--- config.mk ---
export PLATFORM = sky130hd
export DESIGN_NAME = id_decode_stage
export DESIGN_NICKNAME = d
export VERILOG_FILES = /design/src/rtl/pipe_pkg.sv /design/src/rtl/imm_gen.sv /design/src/rtl/id_decode_stage.sv
export SDC_FILE = /design/constraint.sdc
export NUM_CORES = 1
export LEC_CHECK = 0
export BUFFER_PORTS_ARGS = -buffer_cell sky130_fd_sc_hd__buf_2
export CAP_MARGIN = 15
export CELL_PAD_IN_SITES_DETAIL_PLACEMENT = 1
export CELL_PAD_IN_SITES_GLOBAL_PLACEMENT = 1
export CORE_AREA = 3 3 204 206
export DETAILED_ROUTE_END_ITERATION = 8
export DIE_AREA = 0 0 207 209
export PLACE_DENSITY = 0.57
export SLEW_MARGIN = 20
export SYNTH_ARGS = -nofsm -noshare
export SYNTH_HDL_FRONTEND = slang
export SYNTH_SLANG_ARGS = --single-unit
export TNS_END_PERCENT = 1
--- constraint.sdc ---
create_clock -name clk -period 2.65 [get_ports clk]
set_input_delay 0.1325 -clock clk [delete_from_list [all_inputs] [get_ports clk]]
set_output_delay 0.1325 -clock clk [all_outputs]
set_load 0.02 [all_outputs]
--- src/rtl/pipe_pkg.sv ---
// Shared definitions for the five-stage pipeline.
//   - Opcode constants for the supported instruction classes.
//   - alu_op encodings handed from decode to the execute-stage ALU control.
//   - ctrl_t: the main control bundle produced by decode.
package pipe_pkg;

  localparam logic [6:0] OP_R      = 7'b0110011;
  localparam logic [6:0] OP_IMM    = 7'b0010011;
  localparam logic [6:0] OP_LOAD   = 7'b0000011;
  localparam logic [6:0] OP_STORE  = 7'b0100011;
  localparam logic [6:0] OP_BRANCH = 7'b1100011;

  // ALU class: address add, branch compare, or funct-driven operation.
  localparam logic [1:0] ALU_ADD    = 2'b00;
  localparam logic [1:0] ALU_BRANCH = 2'b01;
  localparam logic [1:0] ALU_FUNCT  = 2'b10;

  // Field order matters: the bench and the execute stage treat this as
  // {reg_write, mem_read, mem_write, mem_to_reg, alu_src, branch, alu_op}.
  typedef struct packed {
    logic       reg_write;
    logic       mem_read;
    logic       mem_write;
    logic       mem_to_reg;
    logic       alu_src;
    logic       branch;
    logic [1:0] alu_op;
  } ctrl_t;

endpackage

--- src/rtl/imm_gen.sv ---
// Immediate generator: turns a 32-bit instruction word into its sign-extended
// XLEN-bit immediate. Purely combinational.
// Ports:
//   instr  in   32    instruction word
//   imm    out  XLEN  sign-extended immediate (0 for R-type and unsupported)
module imm_gen
  import pipe_pkg::*;
#(
  parameter int XLEN = 64
) (
  input  logic [31:0]     instr,
  output logic [XLEN-1:0] imm
);

  // rs1 and funct3 never contribute to any immediate format here.
  logic unused_fields;
  assign unused_fields = ^instr[19:12];

  always_comb begin
    imm = '0;
    case (instr[6:0])
      OP_IMM, OP_LOAD:
        imm = {{(XLEN-12){instr[31]}}, instr[31:20]};
      OP_STORE:
        imm = {{(XLEN-12){instr[31]}}, instr[31:25], instr[11:7]};
      OP_BRANCH:
        imm = {{(XLEN-13){instr[31]}}, instr[31], instr[7], instr[30:25],
               instr[11:8], 1'b0};
      default:
        imm = '0;
    endcase
  end

endmodule

--- src/rtl/id_decode_stage.sv ---
// Instruction-decode stage: decodes the IF/ID instruction, addresses the
// register file, builds the immediate and main controls, detects load-use
// hazards against the instruction currently in ID/EX, and registers the
// result into the ID/EX pipeline register (1-cycle latency).
// Ports:
//   clk, reset                 clock, synchronous active-high reset
//   if_valid/if_pc/if_instr    IF/ID register contents
//   flush                      squash the instruction in ID (taken branch)
//   rf_rs1/rf_rs2              register-file read addresses (combinational)
//   rf_rdata1/rf_rdata2        register-file read data
//   stall                      hold PC and IF/ID this cycle (combinational)
//   ex_*                       registered ID/EX contents
module id_decode_stage
  import pipe_pkg::*;
#(
  parameter int XLEN = 64
) (
  input  logic            clk,
  input  logic            reset,
  input  logic            if_valid,
  input  logic [XLEN-1:0] if_pc,
  input  logic [31:0]     if_instr,
  input  logic            flush,
  output logic [4:0]      rf_rs1,
  output logic [4:0]      rf_rs2,
  input  logic [XLEN-1:0] rf_rdata1,
  input  logic [XLEN-1:0] rf_rdata2,
  output logic            stall,
  output logic            ex_valid,
  output logic [XLEN-1:0] ex_pc,
  output logic [XLEN-1:0] ex_rdata1,
  output logic [XLEN-1:0] ex_rdata2,
  output logic [XLEN-1:0] ex_imm,
  output logic [4:0]      ex_rs1,
  output logic [4:0]      ex_rs2,
  output logic [4:0]      ex_rd,
  output logic [2:0]      ex_funct3,
  output logic            ex_funct7b5,
  output logic            ex_reg_write,
  output logic            ex_mem_read,
  output logic            ex_mem_write,
  output logic            ex_mem_to_reg,
  output logic            ex_alu_src,
  output logic            ex_branch,
  output logic [1:0]      ex_alu_op,
  output logic            ex_illegal
);

  // ---------------------------------------------------------------- decode
  logic [6:0]      opcode;
  logic [4:0]      rs1;
  logic [4:0]      rs2;
  logic [4:0]      rd;
  logic [XLEN-1:0] dec_imm;
  ctrl_t           dec_ctrl;
  logic            dec_supported;
  logic            dec_uses_rs2;

  assign opcode = if_instr[6:0];
  assign rs1    = if_instr[19:15];
  assign rs2    = if_instr[24:20];
  assign rd     = if_instr[11:7];
  assign rf_rs1 = rs1;
  assign rf_rs2 = rs2;

  always_comb begin
    dec_ctrl      = '0;
    dec_supported = 1'b1;
    dec_uses_rs2  = 1'b0;
    case (opcode)
      OP_R: begin
        dec_ctrl.reg_write = 1'b1;
        dec_ctrl.alu_op    = ALU_FUNCT;
        dec_uses_rs2       = 1'b1;
      end
      OP_IMM: begin
        dec_ctrl.reg_write = 1'b1;
        dec_ctrl.alu_src   = 1'b1;
        dec_ctrl.alu_op    = ALU_FUNCT;
      end
      OP_LOAD: begin
        dec_ctrl.reg_write  = 1'b1;
        dec_ctrl.mem_read   = 1'b1;
        dec_ctrl.mem_to_reg = 1'b1;
        dec_ctrl.alu_src    = 1'b1;
        dec_ctrl.alu_op     = ALU_ADD;
      end
      OP_STORE: begin
        dec_ctrl.mem_write = 1'b1;
        dec_ctrl.alu_src   = 1'b1;
        dec_ctrl.alu_op    = ALU_ADD;
        dec_uses_rs2       = 1'b1;
      end
      OP_BRANCH: begin
        dec_ctrl.branch = 1'b1;
        dec_ctrl.alu_op = ALU_BRANCH;
        dec_uses_rs2    = 1'b1;
      end
      default: dec_supported = 1'b0;
    endcase
  end

  imm_gen #(.XLEN(XLEN)) u_imm_gen (
    .instr (if_instr),
    .imm   (dec_imm)
  );

  // --------------------------------------------------------- ID/EX register
  logic            valid_reg;
  logic [XLEN-1:0] pc_reg;
  logic [XLEN-1:0] rdata1_reg;
  logic [XLEN-1:0] rdata2_reg;
  logic [XLEN-1:0] imm_reg;
  logic [4:0]      rs1_reg;
  logic [4:0]      rs2_reg;
  logic [4:0]      rd_reg;
  logic [2:0]      funct3_reg;
  logic            funct7b5_reg;
  ctrl_t           ctrl_reg;
  logic            illegal_reg;

  // ---------------------------------------------------------------- hazard
  // Load in EX whose destination feeds the instruction in ID: the loaded
  // value is not available until after MEM, so insert one bubble. x0 is
  // never a real dependency.
  logic hazard;
  assign hazard = if_valid && valid_reg && ctrl_reg.mem_read &&
                  (rd_reg != 5'd0) &&
                  ((rd_reg == rs1) || (dec_uses_rs2 && (rd_reg == rs2)));

  // A flush redirects IF, so holding the wrong-path instruction is pointless.
  assign stall = hazard && !flush;

  logic bubble;
  assign bubble = flush || hazard || !if_valid;

  always_ff @(posedge clk) begin
    if (reset) begin
      valid_reg    <= 1'b0;
      pc_reg       <= '0;
      rdata1_reg   <= '0;
      rdata2_reg   <= '0;
      imm_reg      <= '0;
      rs1_reg      <= '0;
      rs2_reg      <= '0;
      rd_reg       <= '0;
      funct3_reg   <= '0;
      funct7b5_reg <= 1'b0;
      ctrl_reg     <= '0;
      illegal_reg  <= 1'b0;
    end else begin
      // Data fields are don't-care under a bubble, so they load every cycle
      // and only the controls are gated.
      pc_reg       <= if_pc;
      rdata1_reg   <= rf_rdata1;
      rdata2_reg   <= rf_rdata2;
      imm_reg      <= dec_imm;
      rs1_reg      <= rs1;
      rs2_reg      <= rs2;
      rd_reg       <= rd;
      funct3_reg   <= if_instr[14:12];
      funct7b5_reg <= if_instr[30];
      if (bubble) begin
        valid_reg   <= 1'b0;
        ctrl_reg    <= '0;
        illegal_reg <= 1'b0;
      end else begin
        valid_reg   <= 1'b1;
        ctrl_reg    <= dec_ctrl;
        illegal_reg <= !dec_supported;
      end
    end
  end

  assign ex_valid      = valid_reg;
  assign ex_pc         = pc_reg;
  assign ex_rdata1     = rdata1_reg;
  assign ex_rdata2     = rdata2_reg;
  assign ex_imm        = imm_reg;
  assign ex_rs1        = rs1_reg;
  assign ex_rs2        = rs2_reg;
  assign ex_rd         = rd_reg;
  assign ex_funct3     = funct3_reg;
  assign ex_funct7b5   = funct7b5_reg;
  assign ex_reg_write  = ctrl_reg.reg_write;
  assign ex_mem_read   = ctrl_reg.mem_read;
  assign ex_mem_write  = ctrl_reg.mem_write;
  assign ex_mem_to_reg = ctrl_reg.mem_to_reg;
  assign ex_alu_src    = ctrl_reg.alu_src;
  assign ex_branch     = ctrl_reg.branch;
  assign ex_alu_op     = ctrl_reg.alu_op;
  assign ex_illegal    = illegal_reg;

endmodule
==> impl_metrics.toml, run 1 <==
[sta]
slew_viol_final = 0
fin_crit_sh_pct = 86.6
rsz0062_at_grt = "false"
period_minus_slack_ns = 2.29
hold_violations = 0
relSlewSlack_pct = 49.9
fin_worst_skew_ns = 0.00613
tightest_slew_ns = 0.751
fin_ws_ns = 0.355
finalSetupViolations = 0
max_freq_mhz = 436
tns_ns = 0

[min_path]
hold_depth = 2
min_from = "reset"
whs_endpoint = "ex_rdata1[31]"
hp-class = "input port to flip-flop"

[die]
die_h_um = 209
io_pins = 524
start_util_pct = 17.6
dieArea_um2 = 43300
core-area_um2 = 39800
fp-row-count = 73
die_w_um = 207

[cts]
clk_pin_slew_ns = 0.06
clock_sinks = 233
clockBufferDepth = 3
cts_tree = "yes"
cts_root_buf = "clkbuf_16"
cts_max_level = 1
numCtsBuffers = 27
clk_latency_ns = 0.55

[placement]
hpwl_um = 19300
io_buffers = 523
placed_cells = 1563
place_ws_ns = 0.905
gp_congestion = 0.750

[drt]
wl_per_cell_um = 16.0
drc = 0
drt-total-wl_um = 29400
via_count = 6673
antenna_left = 0
first_pass_iters = 4
drt_iter0_markers = 200
viasPerCell = 3.62

[yosys]
synth_area_leaders = "dfxtp_1 (66%), nor2b_1 (19%), buf_4 (6.6%)"
synth_top_family_by_area = "simple AND/OR/NAND/NOR gates"
muxShareOfSynthArea_pct = 0.143
synth.top_cell.area_share_pct = 66.4
synth_fa_ha_area_share_pct = 0
synth-xor-area-share_pct = 1.25
yosys_register_bits = 233
synth_compound_area_share_pct = 1.48
synth.avg_cell_area_um2 = 11.8
yosys.area_share.simple_pct = 22.8
ys_warn_count = 0
synth_edf_count = 0
async_flop_share_pct = 0
synth_area_um2 = 7020
synth_nets = 823
ys.flop_type = "dfxtp_1"
ys_seq_area_share_pct = 66.4
synth_cell_types = 30
synth_top_cell_by_area = "dfxtp_1"
synth_cells = 595

[worst_setup_path]
rrSetupSlack_ns = 0.36
worstPathArrival_ns = 2.75
r2r_end = "ex_alu_op[1]"
critPathKind = "flip-flop to flip-flop"
end_kind = "flip-flop"
worst_r2r_path_depth = 5
worst-path-max-fanout = 6
critPathRequiredTime_ns = 3.10
r2r-start = "ex_rd[1]"
worst_setup_path_start_kind = "flip-flop"

[finish]
antenna_cells = 0
num-nets-final = 1524
final_cells = 1841
mostFrequentLayoutCell = "buf_2"
area_growth_pct = 85.0
drive_gt1_share_pct = 44.3
layout_common_cells = "buf_2 (522), dfxtp_1 (233), dlygate4sd3_1 (229), nor2b_1 (213), clkbuf_16 (27)"
regArea_um2 = 4660
nFillCells = 4589
multiInputGateArea_um2 = 1800

[power]
power_density_nw_per_um2 = 659
finalPower_mw = 8.56
ir_worst_vdd_uv = 443
total_leakage_power_nw = 6.32

[global_route]
grt_max_degree = 87
gr-total-overflow = 0
grt_pass1_wl_um = 44700
grt_pass1_vias = 7511
grt_use_total_pct = 12.9
antenna_found_initial = 0

[status]
outcome = "complete, no violations"

[job]
max-cap-violations = 0
-- where the power goes --
| group | internal (mW) | leakage [nW] | switching [mW] |
|---|---|---|---|
| combinational | 0.562 | 3.95 | 0.568 |
| sequential | 3.68 | 1.94 | 0.0539 |
| clock | 2.18 | 0.437 | 1.52 |
| total | 6.42 | 6.32 | 2.14 |
-- cell type report --
type | count | area share [%]
Timing Repair Buffer | 758 | 38.3
Tap cell | 525 | 5.06
Clock buffer | 39 | 6.09
Clock inverter | 10 | 0.761
Multi-Input combinational cell | 276 | 13.9
Sequential cell | 233 | 35.9
-- layer usage --
metal	GRT usage [%]	wire, um	up-vias	part of all wire (%)
met5	0	0	-	0
met4	4.10	945	0	3.2
met3	4.14	2140	59	7.3
met2	24.2	15400	320	52
met1	13.6	11000	3114	37
li1	-	-	3180	-
-- worst max path at each step --
stage / startpoint / endpoint / depth (start not counted)
final: ex_rd[1] / ex_alu_op[1] / 5
after global routing: ex_rd[3] / stall / 5
after CTS: ex_rd[3] / stall / 5
after detailed placement: if_instr[2] / stall / 6
after global placement: if_instr[2] / stall / 6
after floorplan: ex_imm[62] / ex_imm[13] / 1
-- cell usage after synthesis (2+ instances only) --
master,count
nor3_1,3
nand2b_1,2
nand3_1,3
nor2_1,10
buf_4,62
dfxtp_1,233
a22oi_1,4
clkbuf_1,24
nor2b_1,213
xnor2_1,10
nand2_1,2
a21oi_1,2
and2_1,7
nor4_1,4
-- stage by stage --
| stage | cell area [um2] | util (%) | hold slack (ns) |
|---|---|---|---|
| after detailed placement | 9800 | 24.6 | 0.341 |
| after floorplan | 7020 | - | 0.203 |
| after global routing | 13000 | 32.6 | 0.0869 |
| after global placement | 9800 | 24.6 | 0.335 |
| final | 13000 | 32.6 | 0.0554 |
| after CTS | 13000 | 32.6 | 0.0874 |
-- cell families after synthesis --
family / after synthesis
AO/OA/AOI/OAI: 11
XOR/XNOR: 10
buffers and inverters: 86
flip-flops: 233
multiplexers: 1
AND/OR/NAND/NOR: 254
-- repair_timing --
item                      CTS  global route
hold endpoints to repair  233             0
buffers inserted            0             0
hold buffers              229             0
gates resized for setup     0             0
-- worst max-delay path: stages (launching register included) --
cell and delay, ns:
dfxtp_1 0.35, or4_4 0.56, o211ai_2 0.24, o211ai_4 0.15
dlygate4sd3_1 0.65, nor4b_2 0.26
Note: power is estimated with default switching activity, not from simulation.
==> inputs of run 2 (changes only) <==
--- a/config.mk
+++ b/config.mk
@@ -9,9 +9,9 @@
 export CAP_MARGIN = 15
 export CELL_PAD_IN_SITES_DETAIL_PLACEMENT = 1
 export CELL_PAD_IN_SITES_GLOBAL_PLACEMENT = 1
-export CORE_AREA = 3 3 204 206
+export CORE_AREA = 2 2 203 205
 export DETAILED_ROUTE_END_ITERATION = 8
-export DIE_AREA = 0 0 207 209
+export DIE_AREA = 0 0 205 207
 export PLACE_DENSITY = 0.57
 export SLEW_MARGIN = 20
 export SYNTH_ARGS = -nofsm -noshare
==> run 2 against run 1 <==
Sequential cell count unchanged. Utilization fell by 0.34 points. Power increased by 1.9%. Critical path depth up 2. Clock-buffer cell count did not move. Clock power grew 5%. Fmax shrank 0.65%. Sequential power hardly changed. Sequential share of layout area is 0.12 points lower. First-iteration DRC count down 3.0%. Non-clock buffer count fell by 2. Critical endpoint is now stall. Largest power group is now clock.
==> impl_metrics.toml, run 2 (synthesized netlist as in run 1, its figures left out) <==
[drt]
wl_per_cell_um = 16.1
first_pass_iters = 4
drt-total-wl_um = 29800
viasPerCell = 3.60
via_count = 6660
drc = 0
antenna_left = 0
drt_iter0_markers = 194

[worst_setup_path]
critPathKind = "input port to output pin"
worstPathCellList = "dlygate4sd3_1 > buf_2 > and4bb_2 > nand3_1 > nor4_4 > o21ba_2 > buf_2"
cpMostUsedCell = "buf_2"
critPathRequiredTime_ns = 2.52
cp_num_buf_inv = 3
worst_setup_path_start_kind = "input port"
crit_family = "simple AND/OR/NAND/NOR gates"
end_kind = "output pin"
rrSetupSlack_ns = 0.39
worstPathArrival_ns = 2.18
cp_slowest_cell = "dlygate4sd3_1"
worst-path-max-fanout = 8
max_stage_delay_ns = 0.54

[sta]
relSlewSlack_pct = 52.0
tns_ns = 0
max_freq_mhz = 433
finalSetupViolations = 0
fin_crit_sh_pct = 87.2
period_minus_slack_ns = 2.31
tightest_slew_ns = 0.714
fin_worst_skew_ns = 0.0110
slew_viol_final = 0
hold_violations = 0
rsz0062_at_grt = "false"

[die]
start_util_pct = 17.4
die_h_um = 207
die_w_um = 205
core-area_um2 = 40400
dieArea_um2 = 42400
io_pins = 524
fp-row-count = 74

[job]
max-cap-violations = 0

[status]
outcome = "complete, no violations"

[finish]
multiInputGateArea_um2 = 1800
area_growth_pct = 85.6
nFillCells = 4732
regArea_um2 = 4660
mostFrequentLayoutCell = "buf_2"
num-nets-final = 1522
layout_common_cells = "buf_2 (522), dfxtp_1 (233), dlygate4sd3_1 (228), nor2b_1 (213), clkbuf_16 (27)"
drive_gt1_share_pct = 44.4

[cts]
cts_max_level = 1
clk_pin_slew_ns = 0.06
clk_latency_ns = 0.55
clock_sinks = 233
cts_tree = "yes"
cts_root_buf = "clkbuf_16"
postCtsSetupRepairBufs = 0
clockBufferDepth = 3
numCtsBuffers = 27

[min_path]
hp-class = "input port to flip-flop"

[placement]
io_buffers = 523
gp_congestion = 0.784
hpwl_um = 20000

[power]
finalPower_mw = 8.72
ir_worst_vdd_uv = 395
total_leakage_power_nw = 6.33
power_density_nw_per_um2 = 669

[global_route]
gr-total-overflow = 0
grt_use_total_pct = 13.3
grt_pass1_vias = 7410
grt_pass1_wl_um = 43400
grt_max_degree = 83
antenna_found_initial = 5
## run 2: changes by cell type in the layout (fill, tap and decap cells not counted)
| cell | before | now |
|---|---|---|
| buf_4 | 5 | 4 |
| bufinv_16 | 1 | 2 |
| clkbuf_1 | 5 | 3 |
| clkbuf_8 | 7 | 9 |
| clkinv_2 | 5 | 3 |
| clkinv_4 | 0 | 2 |
| clkinvlp_4 | 2 | 1 |
| diode_2 | 0 | 4 |
| dlygate4sd3_1 | 229 | 228 |
| inv_6 | 1 | 0 |
## run 2: timing repair
item,4_1_cts,5_1_grt
hold buffers,228,0
gates resized for setup,0,0
hold endpoints to repair,233,0
endpoints found under the setup margin,0,0
## run 2: routing by layer
layer	GRT usage, %	routed length [um]	share of wire [%]
met5	0	0	0
met4	4.91	941	3.2
met3	3.93	2320	7.8
met2	25.0	15600	52
met1	13.7	11000	37
## run 2: path summary, 6_finish.rpt
check,startpoint,endpoint,cells after the start
worst max-delay path,if_instr[3],stall,7
worst min-delay path,reset,ex_rdata1[51],2
worst max register to register,ex_rd[1],ex_alu_op[1],5
worst min register to register,ex_rd[0],ex_valid,3
## run 2: power by group
| group | leakage, nW | switching, mW | internal, mW |
|---|---|---|---|
| logic | 3.93 | 0.572 | 0.562 |
| clock network | 0.459 | 1.53 | 2.32 |
| registers | 1.94 | 0.0505 | 3.68 |
| total | 6.33 | 2.16 | 6.56 |
## run 2: layout make-up
class	count	share of cell area [%]
timing repair buffer	756	38.0
sequential	233	35.8
multi-input combinational	276	13.8
clock buffer	39	6.22
tap	532	5.11
clock inverter	9	0.922
antenna	4	0.0768
## run 2: metrics by stage
step | hold WS (ns) | setup WS [ns] | area, um2 | util, % | cells
after floorplan | 0.203 | 0.988 | 7020 | - | 595
after global placement | 0.334 | 0.876 | 9800 | 24.3 | 1569
after detailed placement | 0.341 | 0.887 | 9800 | 24.3 | 1569
after CTS | 0.0664 | 0.294 | 13000 | 32.2 | 1845
after global routing | 0.0814 | 0.189 | 13000 | 32.3 | 1849
final | 0.0506 | 0.340 | 13000 | 32.3 | 1849
==> inputs of run 3 (changes only) <==
==> constraint.sdc (replaced) <==
create_clock -name clk -period 2.8 [get_ports clk]
set_input_delay 0.14 -clock clk [delete_from_list [all_inputs] [get_ports clk]]
set_output_delay 0.14 -clock clk [all_outputs]
set_load 0.02 [all_outputs]
==> run 3 against run 2 <==
Via count barely moved. Sequential cell count unchanged. Hold slack gained 0.025 ns. Critical path depth down 2. Non-clock buffer count decreased by 1. Utilization is essentially flat. Worst setup slack better by 0.16 ns. Critical path type is now flip-flop to output pin. First-iteration DRC count is 0.52% lower. Wire length fell by 0.41%. Critical endpoint unchanged.
==> impl_metrics.toml, run 3 (synthesized netlist as in run 1, its figures left out) <==
[status]
outcome = "complete, no violations"

[cts]
cts_max_level = 1
clockBufferDepth = 3
cts_resized = 0
cts_hold_buf = 229
clock_sinks = 233
cts_root_buf = "clkbuf_16"
postCtsSetupRepairBufs = 0
clk_latency_ns = 0.55
cts_tree = "yes"
clk_pin_slew_ns = 0.06
numCtsBuffers = 27

[power]
ir_worst_vdd_uv = 404
total_leakage_power_nw = 6.33
power_density_nw_per_um2 = 632

[worst_setup_path]
worst_setup_path_start_kind = "flip-flop"
max_stage_delay_ns = 0.49
worst_r2r_path_depth = 5
rrSetupSlack_ns = 0.59
critPathKind = "flip-flop to output pin"
worst-path-max-fanout = 8
r2r_end = "ex_mem_write"
cp_num_buf_inv = 1
worstPathArrival_ns = 2.16
cp-startpoint = "ex_rd[0]"
r2r-start = "ex_rd[1]"
crit_family = "simple AND/OR/NAND/NOR gates"
cp-endpoint = "stall"
cp_slowest_cell = "nor4_4"
cp.depth = 5
worstPathCellList = "xnor2_1 > nand3_1 > nor4_4 > o21ba_2 > buf_2"
critPathRequiredTime_ns = 2.66
end_kind = "output pin"

[sta]
relSlewSlack_pct = 46.5
rsz0062_at_grt = "false"
tightest_slew_ns = 0.803
finalSetupViolations = 0
period_minus_slack_ns = 2.30
slew_viol_final = 0
hold_violations = 0
tns_ns = 0
hold_slack_ns = 0.0755
fin_worst_skew_ns = 0.00575
fin_crit_sh_pct = 82.2
max_freq_mhz = 434

[drt]
drt-total-wl_um = 29700
via_count = 6664
wl_per_cell_um = 16.1
drt_iter0_markers = 193
first_pass_iters = 4
viasPerCell = 3.61
antenna_left = 0
drc = 0

[finish]
nFillCells = 4694
layout_common_cells = "buf_2 (522), dfxtp_1 (233), dlygate4sd3_1 (229), nor2b_1 (213), clkbuf_16 (27)"
area_growth_pct = 85.3
utilization_pct = 32.2
num-nets-final = 1521
mostFrequentLayoutCell = "buf_2"
drive_gt1_share_pct = 44.2

[die]
io_pins = 524
dieArea_um2 = 42400
start_util_pct = 17.4
fp-row-count = 74
die_w_um = 205
core-area_um2 = 40400
die_h_um = 207

[global_route]
grt_pass1_vias = 7260
grt_max_degree = 93
antenna_found_initial = 3
gr-total-overflow = 0
grt_use_total_pct = 13.3
grt_pass1_wl_um = 43100

[min_path]
hp-class = "input port to flip-flop"

[placement]
gp_congestion = 0.775
hpwl_um = 19800
io_buffers = 523

[job]
max-cap-violations = 0
run 3: changes by cell type in the layout (fill, tap and decap cells not counted), sizes merged:
cell         delta
bufinv          +1
inv             +1
diode           -1
clkinv          +3
clkinvlp        -1
dlygate4sd3     +1
clkbuf          -4
buf             -2
run 3: stage by stage:
step | setup WS [ns] | power (mW) | instances | area (um2)
floorplan | 1.13 | 4.01 | 595 | 7020
global placement | 1.01 | 4.40 | 1567 | 9800
detailed placement | 0.994 | 4.41 | 1567 | 9800
CTS | 0.414 | 8.36 | 1844 | 13000
global route | 0.284 | 8.59 | 1847 | 13000
finish | 0.498 | 8.22 | 1847 | 13000
run 3: final cells by class:
class	count	area, um2	share of cell area [%]
tap	532	666	5.12
antenna	3	7.51	0.0577
sequential	233	4660	35.9
multi-input combinational	276	1800	13.8
clock buffer	35	746	5.73
clock inverter	13	163	1.25
timing repair buffer	755	4960	38.2
run 3: metal layers:
layer	vias up	GRT usage (%)	share of wire (%)
li1	3179	-	-
met1	3113	13.1	35
met2	314	25.0	52
met3	58	4.55	9.0
met4	0	5.28	3.4
met5	-	0	0
run 3: power breakdown:
group          internal, mW  leakage, nW  total (mW)  switching (mW)
clock                  2.16        0.454        3.62            1.46
sequential             3.48         1.94        3.53          0.0475
combinational         0.532         3.94        1.07           0.538
total                  6.17         6.33        8.22            2.05
run 3: how the worst min path moves through the flow:
stage | from | end | slack, ns | cells past startpoint
detailed placement | if_instr[27] | ex_imm[7] | 0.34 | 2
finish | reset | ex_rdata1[37] | 0.08 | 2
CTS | reset | ex_rdata1[13] | 0.08 | 2
global placement | if_instr[29] | ex_imm[9] | 0.34 | 2
floorplan | if_instr[4] | ex_mem_to_reg | 0.21 | 1
global route | reset | ex_rdata1[37] | 0.10 | 2
